--- src/rtl/cond_logic.sv ---
// Conditional-execution stage: holds NZCV, evaluates the condition field and gates decoder write strobes.
// Optional feature macro: COND_LOGIC_CARRY_BYPASS_EN adds the carry_in output (registered C flag).
module cond_logic (
    input  logic       clk,
    input  logic       reset,
    input  logic       en,
    input  logic [3:0] cond,
    input  logic [3:0] alu_flags,
    input  logic [1:0] flag_w,
    input  logic       pcs,
    input  logic       reg_w,
    input  logic       mem_w,
    input  logic       no_write,
    output logic       pc_src,
    output logic       reg_write,
    output logic       mem_write,
    output logic       cond_ex,
    output logic [3:0] flags
`ifdef COND_LOGIC_CARRY_BYPASS_EN
    ,
    output logic       carry_in
`endif
);

    typedef enum logic [3:0] {
        COND_EQ = 4'b0000,
        COND_NE = 4'b0001,
        COND_CS = 4'b0010,
        COND_CC = 4'b0011,
        COND_MI = 4'b0100,
        COND_PL = 4'b0101,
        COND_VS = 4'b0110,
        COND_VC = 4'b0111,
        COND_HI = 4'b1000,
        COND_LS = 4'b1001,
        COND_GE = 4'b1010,
        COND_LT = 4'b1011,
        COND_GT = 4'b1100,
        COND_LE = 4'b1101,
        COND_AL = 4'b1110,
        COND_NV = 4'b1111
    } condCode_t;

    logic [3:0] r_flags;
    logic       w_n;
    logic       w_z;
    logic       w_c;
    logic       w_v;
    logic       w_condPass;
    logic       w_active;

    assign w_n = r_flags[3];
    assign w_z = r_flags[2];
    assign w_c = r_flags[1];
    assign w_v = r_flags[0];

    // Evaluated only against the registered flags, so an instruction never sees its own flag writes.
    always_comb begin
        w_condPass = 1'b0;
        case (condCode_t'(cond))
            COND_EQ: w_condPass = w_z;
            COND_NE: w_condPass = ~w_z;
            COND_CS: w_condPass = w_c;
            COND_CC: w_condPass = ~w_c;
            COND_MI: w_condPass = w_n;
            COND_PL: w_condPass = ~w_n;
            COND_VS: w_condPass = w_v;
            COND_VC: w_condPass = ~w_v;
            COND_HI: w_condPass = w_c & ~w_z;
            COND_LS: w_condPass = ~w_c | w_z;
            COND_GE: w_condPass = ~(w_n ^ w_v);
            COND_LT: w_condPass = w_n ^ w_v;
            COND_GT: w_condPass = ~w_z & ~(w_n ^ w_v);
            COND_LE: w_condPass = w_z | (w_n ^ w_v);
            COND_AL: w_condPass = 1'b1;
            COND_NV: w_condPass = 1'b0;
            default: w_condPass = 1'b0;
        endcase
    end

    assign w_active  = en & w_condPass;
    assign cond_ex   = w_condPass;
    assign pc_src    = w_active & pcs;
    assign reg_write = w_active & reg_w & ~no_write;
    assign mem_write = w_active & mem_w;
    assign flags     = r_flags;

    // N,Z and C,V halves commit independently under the decoder's mask.
    always_ff @(posedge clk or posedge reset) begin
        if (reset) begin
            r_flags <= 4'b0000;
        end else if (w_active) begin
            if (flag_w[1]) r_flags[3:2] <= alu_flags[3:2];
            if (flag_w[0]) r_flags[1:0] <= alu_flags[1:0];
        end
    end

`ifdef COND_LOGIC_CARRY_BYPASS_EN
    assign carry_in = r_flags[1];
`endif

endmodule
--- config.mk ---
export PLATFORM = sky130hd
export DESIGN_NAME = cond_logic
export DESIGN_NICKNAME = d
export VERILOG_FILES = /design/src/rtl/cond_logic.sv
export SDC_FILE = /design/constraint.sdc
export NUM_CORES = 1
export LEC_CHECK = 0
export CAP_MARGIN = 20
export CORE_MARGIN = 5
export CORE_UTILIZATION = 33
export DETAILED_ROUTE_END_ITERATION = 16
export GPL_TIMING_DRIVEN = 0
export PLACE_DENSITY = 0.81
export SKIP_LAST_GASP = 1
export SYNTH_ARGS = -nofsm -noshare
export SYNTH_HDL_FRONTEND = slang
export SYNTH_SLANG_ARGS = --single-unit
--- constraint.sdc ---
create_clock -name clk -period 1.91 [get_ports clk]
set_clock_uncertainty 0.2 [all_clocks]
set_input_delay 0.191 -clock clk [delete_from_list [all_inputs] [get_ports clk]]
set_output_delay 0.191 -clock clk [all_outputs]
set_load 0.01 [all_outputs]
# After elaboration in Yosys (flattened, before gate mapping)
# Cells that the tools add are included.
# word_totals
register_bits,4
latch_bits,0
mem_bits_rw,0
rom_bits,0
input_bits,17
n_memories,0
# op_classes
add_sub_neg,0
n_mul,0
div_mod_pow,0
n_lt_le_gt_ge,0
eq_ne,15
n_shift,0
n_mux,1
bitwise,16
reduce_logical,3
# ops
cell,n
equality test 4 bit (second input constant),8
equality test 4 x 3 -> 1 bit (second input constant),4
case mux 1 bit (16 select lines),1
equality test 4 x 2 -> 1 bit (second input constant),2
AND 1 bit,7
inverter 1 bit,6
equality test 4 x 1 -> 1 bit (second input constant),1
zero test 4 bit,1
AND reduction 2 bit,2
OR 1 bit,2
XOR 1 bit,1

# Depth between registers and ports, before layout
# Gate-level depths: netlist of the first run.
# depth
word_depth,7
ltp_mapped,7

# Least setup slack after synthesis of the first run
# OpenSTA, ideal clock, no wires.
# synth_timing
kind,register to output
from,"register r_flags[0], in the netlist flags[0]"
to,output port reg_write
arrival_time_ns,1.789
t_required_ns,1.519
slack_ns,-0.270
path_stages_with_launch,7
path_buffers,0
path_cell_list,dfrtp_1 > xor2_1 > or3b_1 > o2111ai_1 > nor4_4 > nor2b_2 > and4b_1
# synth_via
elab_chain_len,7
# synth_rtl
element,line,text
from (decl),44,logic [3:0] r_flags;
from (signal assigned),94,if (flag_w[0]) r_flags[1:0] <= alu_flags[1:0];
XOR 1 bit,n/a,
inverter 1 bit,"71, 73",
AND 1 bit,73,COND_GT: w_condPass = ~w_z & ~(w_n ^ w_v);
case mux 1 bit (16 select lines) *,60,case (condCode_t'(cond))
via cond_ex,17,"output logic cond_ex,"
AND 1 bit *,81,assign w_active = en & w_condPass;
AND 1 bit * (2 in a row),84,assign reg_write = w_active & reg_w & ~no_write;
to (decl),15,"output logic reg_write,"
# The timed path passes the listed nets; every way through them passes the cells marked *.

# Worst setup path after layout of the first run
# layout_timing
from,"register r_flags[0], in the netlist flags[0]"
to,output port reg_write
# layout_via
elab_chain_len,7
# layout_rtl
element,line
XOR 1 bit,n/a
inverter 1 bit,"71, 73"
AND 1 bit,73
case mux 1 bit (16 select lines) *,60
AND 1 bit *,81
AND 1 bit * (2 in a row),84
# Mark *: on every way between the ends. The rest lies on a longest branch, timed or not.

==> results of run 1 <==
==> power breakdown <==
group	total, mW	switching, mW	internal [mW]
clock network	0.105	0.0350	0.0703
registers	0.204	0.0710	0.133
logic	0.580	0.221	0.359
==> Yosys cell counts (2+ instances only) <==
master / instances / area share
sky130_fd_sc_hd__a21oi_1: 2 / 0.022
sky130_fd_sc_hd__and3_1: 2 / 0.028
sky130_fd_sc_hd__dfrtp_1: 4 / 0.22
sky130_fd_sc_hd__inv_1: 2 / 0.017
sky130_fd_sc_hd__mux2_1: 4 / 0.10
sky130_fd_sc_hd__nand2_1: 2 / 0.017
sky130_fd_sc_hd__nand3_1: 3 / 0.033
sky130_fd_sc_hd__nor2_2: 2 / 0.028
sky130_fd_sc_hd__nor2b_1: 5 / 0.069
==> per-layer routing <==
layer | wire length (um) | vias up
li1 | - | 248
met1 | 464 | 249
met2 | 681 | 31
met3 | 190 | 4
met4 | 31 | 0
met5 | 0 | -
==> through the flow <==
stage / setup WS [ns] / power (mW)
CTS: -0.464 / 0.870
floorplan: -0.212 / 0.452
finish: -0.454 / 0.889
global placement: -1.02 / 0.647
detailed placement: -1.07 / 0.655
global route: -0.594 / 0.964
==> critical path, cell delays in order, from the launching register on <==
cell and delay (ns):
sky130_fd_sc_hd__dfrtp_2 0.43, sky130_fd_sc_hd__xor2_2 0.16, sky130_fd_sc_hd__or3b_1 0.36, sky130_fd_sc_hd__o2111ai_2 0.23, sky130_fd_sc_hd__nor4_4 0.08, sky130_fd_sc_hd__nor2b_2 0.15, sky130_fd_sc_hd__and4b_1 0.19, sky130_fd_sc_hd__buf_2 0.13
==> cells by family (layout without fill, tap and decap cells) <==
family,after synthesis,after routing,synth area share
AO/OA/AOI/OAI,8,8,0.141
XOR/XNOR,2,2,0.0388
buffers and inverters,4,35,0.0582
flip-flops,4,4,0.222
multiplexers,5,5,0.122
AND/OR/NAND/NOR,27,27,0.418
==> what timing repair did <==
item | in CTS | in global routing
pin swaps | 5 | 3
hold buffers | 1 | 0
hold endpoints to repair | 4 | 0
buffers inserted | 5 | 0
resized for setup | 24 | 4
endpoints found under the setup margin | 8 | 8
==> layout make-up <==
cell class,count,area [um2],share of cell area
Buffer,2,18.8,0.0229
Clock buffer,3,22.5,0.0275
Inverter,2,7.51,0.00917
Multi-Input combinational cell,42,393,0.480
Sequential cell,4,103,0.125
Tap cell,15,18.8,0.0229
Timing Repair Buffer,28,255,0.312
==> layout by cell type (no fill, tap or decap), types with 2 or more instances in the layout <==
cell	Yosys	layout
sky130_fd_sc_hd__clkdlybuf4s50_1	0	16
sky130_fd_sc_hd__buf_4	1	6
sky130_fd_sc_hd__mux2_4	0	4
sky130_fd_sc_hd__nor2b_1	5	3
sky130_fd_sc_hd__nand3_1	3	3
sky130_fd_sc_hd__clkbuf_4	0	3
sky130_fd_sc_hd__dlygate4sd2_1	0	3
sky130_fd_sc_hd__nand2_1	2	2
sky130_fd_sc_hd__buf_6	1	2
sky130_fd_sc_hd__nor2b_2	1	2
sky130_fd_sc_hd__inv_1	2	2
sky130_fd_sc_hd__a21oi_1	2	2
sky130_fd_sc_hd__nor2_4	0	2
sky130_fd_sc_hd__and3_1	2	2
sky130_fd_sc_hd__dfrtp_2	0	2
sky130_fd_sc_hd__dfrtp_1	4	2
sky130_fd_sc_hd__buf_2	0	2
==> worst min path at each step <==
stage                 startpoint        to  slack, ns
floorplan                  reset  flags[0]      -0.24
global route        alu_flags[3]  flags[3]       0.37
finish              alu_flags[3]  flags[3]       0.37
CTS                 alu_flags[1]  flags[1]       0.37
detailed placement         reset  flags[0]       0.20
global placement           reset  flags[0]       0.18
==> results.md, run 1 <==
- For this run, the register share of the synthesized area comes to 0.222.
- Synthesis produced a netlist whose cell count is 50.
- The fraction of final layout cells sized beyond drive strength 1 is 0.383.
- Measured against its own limit, the worst slew margin works out to 0.829.
- The power per unit of standard cell area is 1090 nW/um2.
- In this run, the number of DRC markers left after iteration 0 of detailed routing was 13.
- Including well taps, the total number of placed cells is 87.
- The total wire length after detailed routing is 1370 um.
- The initial antenna violation count is 0.
- In this run the worst hold path is classified as input port to flip-flop.
- Among all flip-flop cells after synthesis, the most frequent one is sky130_fd_sc_hd__dfrtp_1.
- The distinct cell type count of the synthesized netlist is 33.
- The met1 capacity usage during global routing is 0.133.
- At the worst endpoint, the arrival time is 1.97 ns.
- Along the worst path, the maximum fanout reaches 4.
- The wire length of the first global-routing pass is 2210 um.
- The congestion estimate from routability-driven global placement came to 0.722.
- The clock tree root driver cell is sky130_fd_sc_hd__clkbuf_4.
- The average cell area after synthesis is 9.03 um2.
- The total half-perimeter wirelength after legalization and detailed placement is 1070 um.
- The final reports fail on setup timing.
- The area of the die is 2210 um2.
- Setup repair after global routing could not meet its margin everywhere.
- For the worst-skew pair, the clock arrives at the later sink with an insertion delay of 0.24 ns.
- The count of flip-flops with a built-in enable after synthesis is 0.
- The setup TNS is -2.67 ns.
- The number of vias in the routed layout is 532.
- Excluding fillers, the count of instances in the completed layout stands at 96.
- The number of synthesized register bits is 4.
- The startpoint type of the worst setup path is a flip-flop.
- The final critical-path setup slack is -0.454 ns.
- The total global routing overflow is 0.
- The worst register-to-register path has a setup slack of -0.25 ns.
- In this run the worst setup path begins at flags[0].
- Across every metal layer, demand over resource in global routing totals 0.149.
- In this run the core area contains 13 standard-cell rows.
- During I/O placement, the number of pins put on the boundary was 25.
- The combined area of all synthesized cells is 452 um2.
- Setup violations remaining at the end of the flow were counted as 8.
- The static leakage power is 0.349 nW.
- The last element of the critical path is reg_write.
- In the routed design, unresolved DRC markers number 0.
- The number of slew-limit violations in the final report is 0.
- The TritonCTS clock tree is done.
- For this run, global-route usage on met2 was measured as 0.260.
- The worst hold-check slack is 0.373 ns.
- The slew at the pin with the worst max-slew slack is 0.254 ns.
- The path depth of the worst reg2reg path is 7.
- The async set-or-reset flop fraction in the synthesized netlist is 1.00.
- The number of levels in the clock H-tree is 1.
- met2 is the most crowded layer.
- The number of hold-slack violations in the final timing report is 0.
- The die extent in x is 47.0 um.
- The via-per-instance ratio is 5.54.
- In this run the critical register-to-register path is captured at flags[0].
- The run finished, with violations left.
- The startpoint of the worst-slack reg-to-reg timing path is flags[0].
- With fillers left out, the area of the finished cells amounts to 818 um2.
- The total cell area at the placement stage is 708 um2.
- The startpoint-to-endpoint class of the critical path is flip-flop to output port.
- The vertical extent of the die is 47.0 um.
- The antenna diode instance count is 0.
- Compared with the post-synthesis result, the final layout area differs by 81.2%.
- The post-CTS clock slew at the launch and capture registers of the worst setup and hold paths is 0.04 ns.
- The worst-case IR drop observed on VDD is 971 uV.
- Buffers inserted during clock tree synthesis total 3.
- Data on the critical path is required at its endpoint by 1.52 ns.
- The average wire per cell in the routed design is 14.3 um.
- For this run, the share of the core covered by cells in the final layout is 0.629.
- For this configuration, the core starts out at a cell density of 0.347.
- The post-layout net count is 100.
- The detail route stage leaves a number of antenna-violating nets equal to 0.
- The register with the most flip-flops in the layout has 4 of them.
- The number of nets handed over by synthesis was 67.
- The post-layout minimum cycle time is 2.36 ns.
- In this run the standard cell core region covers 1300 um2.
- Across the run, the number of max-cap violations was 0.
- The maximum root-to-sink buffer count is 2.
- The clock net in this run drives a total of 4 sinks.
- The worst hold path cell count is 2.
- The iteration count of the initial detailed-routing pass is 4.
- The type of destination of the critical path is an output port.
- Entering global routing, the biggest net connects 10 pins.
- The met3 demand-to-capacity share in global routing is 0.0881.
- After filler insertion, the fill cell instance count of the layout stands at 125.
- The period utilization is 1.24.
- The fmax is 0.423 GHz.
- The via count of the first global-routing pass is 543.
- The port buffer count is 22.
- The count of synthesis-stage warnings from yosys is 0.
Power figures use the tool's default switching activity.
==> inputs of run 2 (changes only) <==
--- a/config.mk
+++ b/config.mk
@@ -6,12 +6,14 @@
 export NUM_CORES = 1
 export LEC_CHECK = 0
 export CAP_MARGIN = 20
-export CORE_MARGIN = 5
-export CORE_UTILIZATION = 33
+export CORE_AREA = 5 5 42 44
 export DETAILED_ROUTE_END_ITERATION = 16
+export DIE_AREA = 0 0 47 49
 export GPL_TIMING_DRIVEN = 0
-export PLACE_DENSITY = 0.81
+export PLACE_DENSITY = 0.8
 export SKIP_LAST_GASP = 1
+export SLEW_MARGIN = 20
 export SYNTH_ARGS = -nofsm -noshare
 export SYNTH_HDL_FRONTEND = slang
 export SYNTH_SLANG_ARGS = --single-unit
+export TNS_END_PERCENT = 10
==> constraint.sdc (replaced) <==
create_clock -name clk -period 2.9 [get_ports clk]
set_clock_uncertainty 0.2 [all_clocks]
set_input_delay 0.29 -clock clk [delete_from_list [all_inputs] [get_ports clk]]
set_output_delay 0.29 -clock clk [all_outputs]
set_load 0.01 [all_outputs]
==> run 2 against run 1 <==
The run still ends with setup timing left; critical path depth stayed put; via count is 11% lower; die area is 4.3% higher; final cell count is 5.2% lower; wire length is 11% lower; sequential power is 37% lower; final area is 11% lower; register-to-register slack better by 1.0 ns; global-route usage is 2.8 points lower; sequential cell count stayed put; combinational power is 52% lower; clock power is 36% lower; largest cell class unchanged; highest routed layer unchanged.
==> results.md, run 2 (synthesized netlist as in run 1, its figures left out) <==
- The initial antenna violation count is 0.
- The flow ran to the end, but the final reports show violations.
- The library cell used most frequently in the layout, excluding fill and tap cells, is sky130_fd_sc_hd__clkdlybuf4s50_1.
- The number of levels in the clock H-tree is 1.
- The global routing's busiest layer is met2.
- The maximum root-to-sink buffer count is 2.
- The core region is 1400 um2.
- Across the whole layout, storage elements account for 100 um2.
- The worst setup path is of the flip-flop to output port kind.
- The pre-antenna-repair detailed-routing pass consisted of 3 iterations.
- The detailed router finished its first iteration with 4 violations.
- The register with the most flip-flops in the layout has 4 of them.
- In this run the power density over the cells is 652 nW/um2.
- STA classifies the critical path startpoint as a flip-flop.
- For this design the top-level I/O count stands at 25.
- The layout has 145 filler cells.
- The analysis attributes to cell leakage a power of 0.302 nW.
- The placed instance count is 88.
- The first global-routing pass estimated 1970 um of wire.
- The required time reported for the critical path endpoint is 2.41 ns.
- The post-layout minimum cycle time is 2.92 ns.
- In the routed layout, each cell is associated on average with a via count of 5.22.
- The number of antenna diodes in the final layout is 0.
- The die is 49 um tall.
- TritonCTS created 3 clock buffers.
- The type of the worst min-delay path is input port to asynchronous set/reset pin.
- The count of final setup violators is 2.
- For met2 alone, demand over resource in global routing was 0.192.
- The met3 demand-to-capacity share in global routing is 0.0406.
- In this run the remaining antenna-violating nets after routing total 0.
- Buffers added to address setup during post-CTS repair amount to 0.
- The area added between synthesis and finish is 61.8%.
- The routed design has 1220 um of wire.
- The row count is 14.
- The area of the multi-input gates is 344 um2.
- The data arrival time of the worst path is 2.43 ns.
- Setup repair after global routing could not meet its margin everywhere.
- In the finished design, the share of the clock period the worst path needs comes to 1.01.
- The number of slew-limit violations in the final report is 0.
- The count of maximum capacitance violations is 0.
- The checks that failed: setup timing.
- The pin count of the biggest net entering global routing is 10.
- The met1 capacity usage during global routing is 0.134.
- Summed over all nets, the half-perimeter wirelength after detailed placement is 1030 um.
- The final critical-path setup slack is -0.0151 ns.
- The post-layout net count is 94.
- The finished layout holds 91 standard cells, fillers aside.
- The worst vdd rail ir drop is 371 uV.
- For this run, the share of the core covered by cells in the final layout is 0.521.
- The starting density of the core is 0.322.
- The post-CTS clock slew at the launch and capture registers of the worst setup and hold paths is 0.04 ns.
- The area of the die is 2300 um2.
- The worst hold-check slack is 0.0512 ns.
- TritonCTS built the clock tree.
- Hold repair after CTS inserted 0 buffers.
- The number of remaining DRC errors is 0.
- At the later pin of the worst-skew pair, clock insertion delay measures 0.23 ns.
- The max-slew headroom at the worst pin is 0.777.
- The via count of the first global-routing pass came to 467.
- Of the cells placed in the final design, the portion with a size suffix greater than 1 is 0.187.
- Based on the critical path, the design can be clocked at up to 0.343 GHz.
- The number of hold-slack violations in the final timing report came to 0.
- The total global routing overflow is 0.
- The slew at the pin with the worst max-slew slack is 0.332 ns.
- The count of buffers added on input and output ports is 22.
- The congestion estimate from routability-driven global placement came to 0.702.
- Overall power consumption after layout is estimated at 0.477 mW.
- The type of destination of the critical path is an output port.
- For this block, the via count after detailed routing is 475.
- The global-route usage over all layers is 0.121.
- Of all nets on the critical path, the largest fanout is 4.
- The cell sitting at the root of the clock tree is a sky130_fd_sc_hd__clkbuf_4.
- Leaving out fill and tap cells, the most frequent cells in the layout are sky130_fd_sc_hd__clkdlybuf4s50_1 (19), sky130_fd_sc_hd__nor2b_1 (4), sky130_fd_sc_hd__mux2_1 (4), sky130_fd_sc_hd__dfrtp_1 (4).
- Dividing the detail-routed wire length by the instance count gives 13.4 um.
- The die extent in x is 47 um.
- The clock net in this run drives a total of 4 sinks.
-- run 2: final timing paths --
| path | start | to | slack, ns | cells after the start |
|---|---|---|---|---|
| min reg2reg | flags[1] | flags[1] | 0.36 | 1 |
| min | reset | flags[3] | 0.05 | 2 |
| max in group asynchronous | reset | flags[0] | 2.29 | 2 |
| max | flags[0] | pc_src | -0.02 | 7 |
| max reg2reg | flags[0] | flags[1] | 0.77 | 6 |
| min in group clk | flags[1] | flags[1] | 0.36 | 1 |
-- run 2: critical path, stage by stage (launching register included) --
cell and delay (ns):
sky130_fd_sc_hd__dfrtp_1 0.41, sky130_fd_sc_hd__xor2_1 0.20, sky130_fd_sc_hd__or3b_1 0.39, sky130_fd_sc_hd__o2111ai_2 0.24, sky130_fd_sc_hd__nor4_4 0.08, sky130_fd_sc_hd__nor2b_2 0.16
sky130_fd_sc_hd__and3_1 0.17, sky130_fd_sc_hd__clkdlybuf4s50_1 0.54
-- run 2: power breakdown --
group / leakage [nW] / total (mW) / internal [mW] / switching, mW
Combinational: 0.241 / 0.281 / 0.166 / 0.114
Sequential: 0.0474 / 0.128 / 0.0846 / 0.0438
Clock: 0.0138 / 0.0673 / 0.0462 / 0.0211
Total: 0.302 / 0.477 / 0.297 / 0.179
-- run 2: repair_timing --
action | in CTS | in global routing
pin swaps | 1 | 1
endpoints found under the setup margin | 4 | 2
resized for setup | 6 | 2
-- run 2: per-stage QoR --
stage / setup slack (ns) / area, um2 / setup TNS (ns)
detailed placement: -0.288 / 692 / -0.890
floorplan: 0.621 / 452 / 0
finish: -0.0151 / 731 / -0.0261
CTS: -0.0330 / 724 / -0.0637
global route: -0.116 / 731 / -0.230
global placement: -0.254 / 692 / -0.801
-- run 2: final cells by class --
| cell class | count | share of cell area |
|---|---|---|
| clock buffers | 3 | 0.0308 |
| repair buffers | 22 | 0.298 |
| inverters | 2 | 0.0103 |
| well taps | 16 | 0.0274 |
| plain buffers | 2 | 0.0257 |
| flip-flops and latches | 4 | 0.137 |
| multi-input cells | 42 | 0.471 |
-- run 2: metal layers --
| layer | share of wire | up-vias |
|---|---|---|
| li1 | - | 238 |
| met1 | 0.39 | 220 |
| met2 | 0.53 | 13 |
| met3 | 0.059 | 4 |
| met4 | 0.021 | 0 |
| met5 | 0 | - |
==> inputs of run 3 (changes only) <==
--- a/config.mk
+++ b/config.mk
@@ -10,6 +10,7 @@
 export DETAILED_ROUTE_END_ITERATION = 16
 export DIE_AREA = 0 0 47 49
 export GPL_TIMING_DRIVEN = 0
+export HOLD_SLACK_MARGIN = 0.1
 export PLACE_DENSITY = 0.8
 export SKIP_LAST_GASP = 1
 export SLEW_MARGIN = 20
==> run 3 against run 2 <==
The run still ends with setup timing left; wire length grew 1.2%; non-clock buffer count grew 1; first-iteration DRC count is the same; total power grew 0.18%; largest power group unchanged.
==> results.md, run 3 (synthesized netlist as in run 1, its figures left out) <==
- The run finished, with violations left.
- The checks that failed: setup timing.
- The register with the most flip-flops in the layout has 4 of them.
- The type of destination of the critical path is an output port.
- Across the run, the number of max-cap violations was 0.
- The starting density of the core is 0.322.
- Of the cells placed in the final design, the portion with a size suffix greater than 1 is 0.184.
- The power after layout is 0.477 mW.
- The required time reported for the critical path endpoint is 2.41 ns.
- Walking the worst path, the cells encountered are xor2_1, or3b_1, o2111ai_2, nor4_4, nor2b_2, and3_1, clkdlybuf4s50_1.
- The initial antenna violation count is 0.
- The clock buffer count from CTS is 3.
- After detailed routing, the number of vias per cell comes to 5.20.
- The count of final setup violators is 2.
- From synthesis to final layout, the design area changed by 64.0%.
- The tree is rooted in a sky130_fd_sc_hd__clkbuf_4.
- Once placement completed, the tool counted placed cells totaling 88.
- The post-layout minimum cycle time is 2.92 ns.
- The start point of the worst hold path is flags[1].
- The worst hold path cell count is 1.
- Headroom to the max-slew limit came out at 0.777.
- The peak fanout along the critical path is 4.
- Together, buffers and inverters on the worst path number 1.
- The critical path in this run is classified as flip-flop to output port.
- The wire-length estimate of the detail-placed layout is 1030 um.
- The number of DRC violations after detailed-routing iteration 0 is 4.
- The area inside the core boundary is 1400 um2.
- The type of the worst min-delay path is flip-flop to flip-flop.
- The number of slew-limit violations in the final report was 0.
- The most common cell after layout, fill and taps aside is sky130_fd_sc_hd__clkdlybuf4s50_1.
- The die extent in x is 47 um.
- The via count of the first global-routing pass is 476.
- The total global routing overflow is 0.
- The vertical extent of the die is 49 um.
- The number of post-CTS setup repair buffers is 0.
- STA classifies the critical path startpoint as a flip-flop.
- The worst hold-check slack is 0.354 ns.
- The number of remaining DRC errors is 0.
- The global-route usage over all layers is 0.123.
- The total wire length after detailed routing is 1230 um.
- The critical path runs through a total of 7 cells.
- After detailed routing, the average wire length per cell comes to 13.4 um.
- The final route contains 478 vias.
- The congestion estimate from routability-driven global placement came to 0.702.
- The number of antenna diodes in the final layout is 0.
- The total clock sinks is 4.
- Timing would allow up to 0.343 GHz.
- In the layout the commonest cells are sky130_fd_sc_hd__clkdlybuf4s50_1 (19), sky130_fd_sc_hd__nor2b_1 (4), sky130_fd_sc_hd__mux2_1 (4), sky130_fd_sc_hd__dfrtp_1 (4).
- The area of the die is 2300 um2.
- For the pin with the worst max-slew slack, the measured transition is 0.332 ns.
- 25 I/O pins were placed.
- The startpoint of the worst-slack reg-to-reg timing path is flags[0].
- The number of nets with antenna violations after routing is 0.
- The beginning of the critical path is flags[0].
- Dividing the final minimum period by the clock period gives 1.01.
- Across all register-to-register paths, the minimum setup slack is 0.77 ns.
- The setup slack after placement is -0.288 ns.
- Port buffering added 22 buffers.
- The maximum root-to-sink buffer count is 2.
- The number of hold-slack violations in the final timing report is 0.
- Data arrives at the worst endpoint at 2.43 ns.
- The worst register-to-register path has a depth of 6.
- The first detailed-routing pass ran for 3 iterations.
- Setup repair after global routing could not meet its margin everywhere.
- The power per unit of standard cell area is 645 nW/um2.
- The clock insertion delay at the later pin of the skew report is 0.23 ns.
- The slowest stage of the critical path is the sky130_fd_sc_hd__clkdlybuf4s50_1 cell.
- TritonCTS built the clock tree.
- Across the VDD grid, the largest voltage drop is 371 uV.
- The final critical-path setup slack is -0.0152 ns.
- The post-CTS clock slew at the launch and capture registers of the worst setup and hold paths is 0.03 ns.
- The worst stage delay on the critical path is 0.54 ns.
- The post-layout net count is 95.
- The row count is 14.
- Leaving out filler cells and counting taps, the final layout contains 92.
- Entering global routing, the biggest net connects 10 pins.
- The number of levels in the clock H-tree is 1.
- The static leakage power is 0.307 nW.
- On the critical path the largest part of the delay comes from simple AND/OR/NAND/NOR gates.
- The wire length of the first global-routing pass is 2010 um.
==> run 3: changes by cell type in the layout (fill, tap and decap cells not counted), sizes merged <==
cell,delta
dlygate4sd3,+1
==> run 3: worst reg2reg max path, stage by stage, from the launching register on <==
cell	delay, ns
sky130_fd_sc_hd__dfrtp_1	0.41
sky130_fd_sc_hd__xor2_1	0.20
sky130_fd_sc_hd__or3b_1	0.39
sky130_fd_sc_hd__o2111ai_2	0.24
sky130_fd_sc_hd__nor4_4	0.08
sky130_fd_sc_hd__nor2_2	0.16
sky130_fd_sc_hd__mux2_1	0.33
==> run 3: power by group <==
group	internal (mW)	switching (mW)	leakage, nW
sequential	0.0846	0.0434	0.0474
clock	0.0462	0.0211	0.0138
combinational	0.167	0.115	0.245
total	0.298	0.179	0.307
==> run 3: per-layer routing <==
layer | vias up | part of all wire | track usage
li1 | 240 | - | -
met3 | 4 | 0.062 | 0.0406
met5 | - | 0 | 0
met1 | 221 | 0.38 | 0.136
met4 | 0 | 0.021 | 0.0691
met2 | 13 | 0.53 | 0.197
==> run 3: cell type report <==
| class | instances | area [um2] |
|---|---|---|
| Fill cell | 143 | 661 |
| Tap cell | 16 | 20.0 |
| Clock buffer | 3 | 22.5 |
| Inverter | 2 | 7.51 |
| Multi-Input combinational cell | 42 | 344 |
| Buffer | 2 | 18.8 |
| Timing Repair Buffer | 23 | 228 |
| Sequential cell | 4 | 100 |
==> run 3: final timing paths <==
| path | to |
|---|---|
| worst max register to register | flags[1] |
| worst min-delay path | flags[1] |
| worst max-delay path | pc_src |
| max in group asynchronous | flags[0] |
| worst min register to register | flags[1] |
| min in group asynchronous | flags[3] |
==> run 3: timing repair <==
item,CTS,global route
resized for setup,6,2
endpoints found under the setup margin,4,2
hold buffers,1,0
endpoints found under the hold margin,4,0
pin swaps,1,1
==> run 3: per-stage QoR <==
| stage | util | setup TNS, ns | cell area (um2) |
|---|---|---|---|
| after floorplan | - | 0 | 452 |
| after global placement | 0.494 | -0.801 | 692 |
| after detailed placement | 0.494 | -0.890 | 692 |
| after CTS | 0.524 | -0.0637 | 734 |
| after global routing | 0.529 | -0.230 | 741 |
| final | 0.529 | -0.0261 | 741 |
==> variant: new RTL, settings of run 1 <==
Register the outputs `pc_src`, `reg_write`, `mem_write` and `cond_ex`, cleared by the reset; this adds one clock of latency there. The other outputs are not delayed to match.
--- a/src/rtl/cond_logic.sv
+++ b/src/rtl/cond_logic.sv
@@ -79,10 +79,19 @@
     end
 
     assign w_active  = en & w_condPass;
-    assign cond_ex   = w_condPass;
-    assign pc_src    = w_active & pcs;
-    assign reg_write = w_active & reg_w & ~no_write;
-    assign mem_write = w_active & mem_w;
+    always_ff @(posedge clk or posedge reset) begin
+        if (reset) begin
+            pc_src    <= '0;
+            reg_write <= '0;
+            mem_write <= '0;
+            cond_ex   <= '0;
+        end else begin
+            pc_src    <= w_active & pcs;
+            reg_write <= w_active & reg_w & ~no_write;
+            mem_write <= w_active & mem_w;
+            cond_ex   <= w_condPass;
+        end
+    end
     assign flags     = r_flags;
 
     // N,Z and C,V halves commit independently under the decoder's mask.
Function: changed (Yosys sat finds a counterexample within 4 cycles, from zero or initial values and one cycle with reset high).
==> variant against run 1 <==
- register-to-register slack improved by 0.12 ns
- wire length increased by 7.0%
- sequential share of layout area increased by 9.0 points
- area after synthesis increased by 22%
- power increased by 21%
- worst hold slack got worse by 0.38 ns
- highest routed layer is now met3
- synthesized cell count increased by 8.0%
- the run ends with negative hold slack, negative setup slack left
- sequential cell count increased by 4
- critical path type is now register to register
- setup slack improved by 0.33 ns
- critical path depth decreased by 1
- final area increased by 15%
==> variant: results (changes against run 1) <==
<table>
<tr><th>Metric</th><th>Value</th></tr>
<tr><th colspan="2">Run status</th></tr>
<tr><td>Outcome</td><td>finished with violations</td></tr>
<tr><td>Violations in the final reports</td><td>negative hold slack, negative setup slack</td></tr>
<tr><th colspan="2">Detailed routing</th></tr>
<tr><td>Initial DRC Count</td><td>3 (-10)</td></tr>
<tr><td>Average wire per standard cell</td><td>14.5 um (+1.7%)</td></tr>
<tr><td>Final routed wirelength across all metal layers</td><td>1460 um (+7.0%)</td></tr>
<tr><th colspan="2">Clock tree</th></tr>
<tr><td>Clock-pin slew of the registers on the worst-case setup and hold paths</td><td>0.06 ns (+0.02 ns)</td></tr>
<tr><th colspan="2">Worst setup path</th></tr>
<tr><td>Worst reg-to-reg path cell count</td><td>6 (-1)</td></tr>
<tr><td>Peak per-stage delay on the critical path</td><td>0.40 ns (-0.03 ns)</td></tr>
<tr><td>Worst reg-to-reg setup slack</td><td>-0.13 ns (+0.12 ns)</td></tr>
<tr><th colspan="2">Global routing</th></tr>
<tr><td>Met1 layer usage reported by global route</td><td>0.133 (-0.000173)</td></tr>
<tr><td>Met3 layer usage reported by global route</td><td>0.0320 (-0.0561)</td></tr>
<tr><td>GRT met2 Usage</td><td>0.198 (-0.0618)</td></tr>
<tr><th colspan="2">Timing</th></tr>
<tr><td>Final Hold Fails</td><td>8 (+8)</td></tr>
<tr><td>Final setup violation count</td><td>8 (unchanged)</td></tr>
<tr><td>WHS</td><td>-0.00656 ns (-0.379 ns)</td></tr>
<tr><td>Final Critical Period</td><td>2.04 ns (-0.326 ns)</td></tr>
<tr><td>Max-slew headroom</td><td>0.787 (-0.0424)</td></tr>
<tr><td>Final sum of negative setup slack</td><td>-0.750 ns (+1.92 ns)</td></tr>
<tr><td>Final worst-path setup slack</td><td>-0.128 ns (+0.326 ns)</td></tr>
<tr><th colspan="2">Place</th></tr>
<tr><td>Detailed Place HPWL</td><td>1080 um (+0.89%)</td></tr>
<tr><td>Placed instance count</td><td>92 (+5.7%)</td></tr>
<tr><th colspan="2">Layout</th></tr>
<tr><td>Final net count</td><td>104 (+4.0%)</td></tr>
<tr><th colspan="2">Yosys</th></tr>
<tr><td>Synthesized netlist net count</td><td>71 (+6.0%)</td></tr>
<tr><td>Top cell types by occurrence after synthesis</td><td>8 x dfrtp_1, 5 x nor2b_1, 4 x mux2_1</td></tr>
<tr><td>Xor-xnor portion of the synthesized cell area</td><td>0.0317 (-0.00704)</td></tr>
<tr><th colspan="2">Pwr</th></tr>
<tr><td>Maximum vdd ir drop</td><td>0.913 mV (-6.0%)</td></tr>
<tr><th colspan="2">Hold path</th></tr>
<tr><td>Type of the worst min-delay path</td><td>input port to asynchronous set/reset pin</td></tr>
</table>
variant: cell types whose count changed after synthesis:
cell     before  now
dfrtp_1       4    8
variant: layout make-up:
type                    instances  share of cell area
well taps                      16              0.0214
clock buffers                   3              0.0240
multi-input cells              42               0.427
flip-flops and latches          8               0.215
plain buffers                   2              0.0200
inverters                       2             0.00801
repair buffers                 28               0.284
variant: power groups by stage:
| stage | clock network [mW] | registers [mW] | logic, mW |
|---|---|---|---|
| after global placement | 0 | 0.300 | 0.425 |
| after global routing | 0.142 | 0.315 | 0.692 |
| after CTS | 0.130 | 0.297 | 0.588 |
| final | 0.129 | 0.304 | 0.645 |
| after detailed placement | 0 | 0.301 | 0.432 |
| after floorplan | 0 | 0.317 | 0.213 |
variant: timing repair:
action / in CTS / in global routing
pin swaps: 7 / 5
endpoints found under the setup margin: 7 / 8
setup buffers: 6 / 0
gates resized for setup: 11 / 8
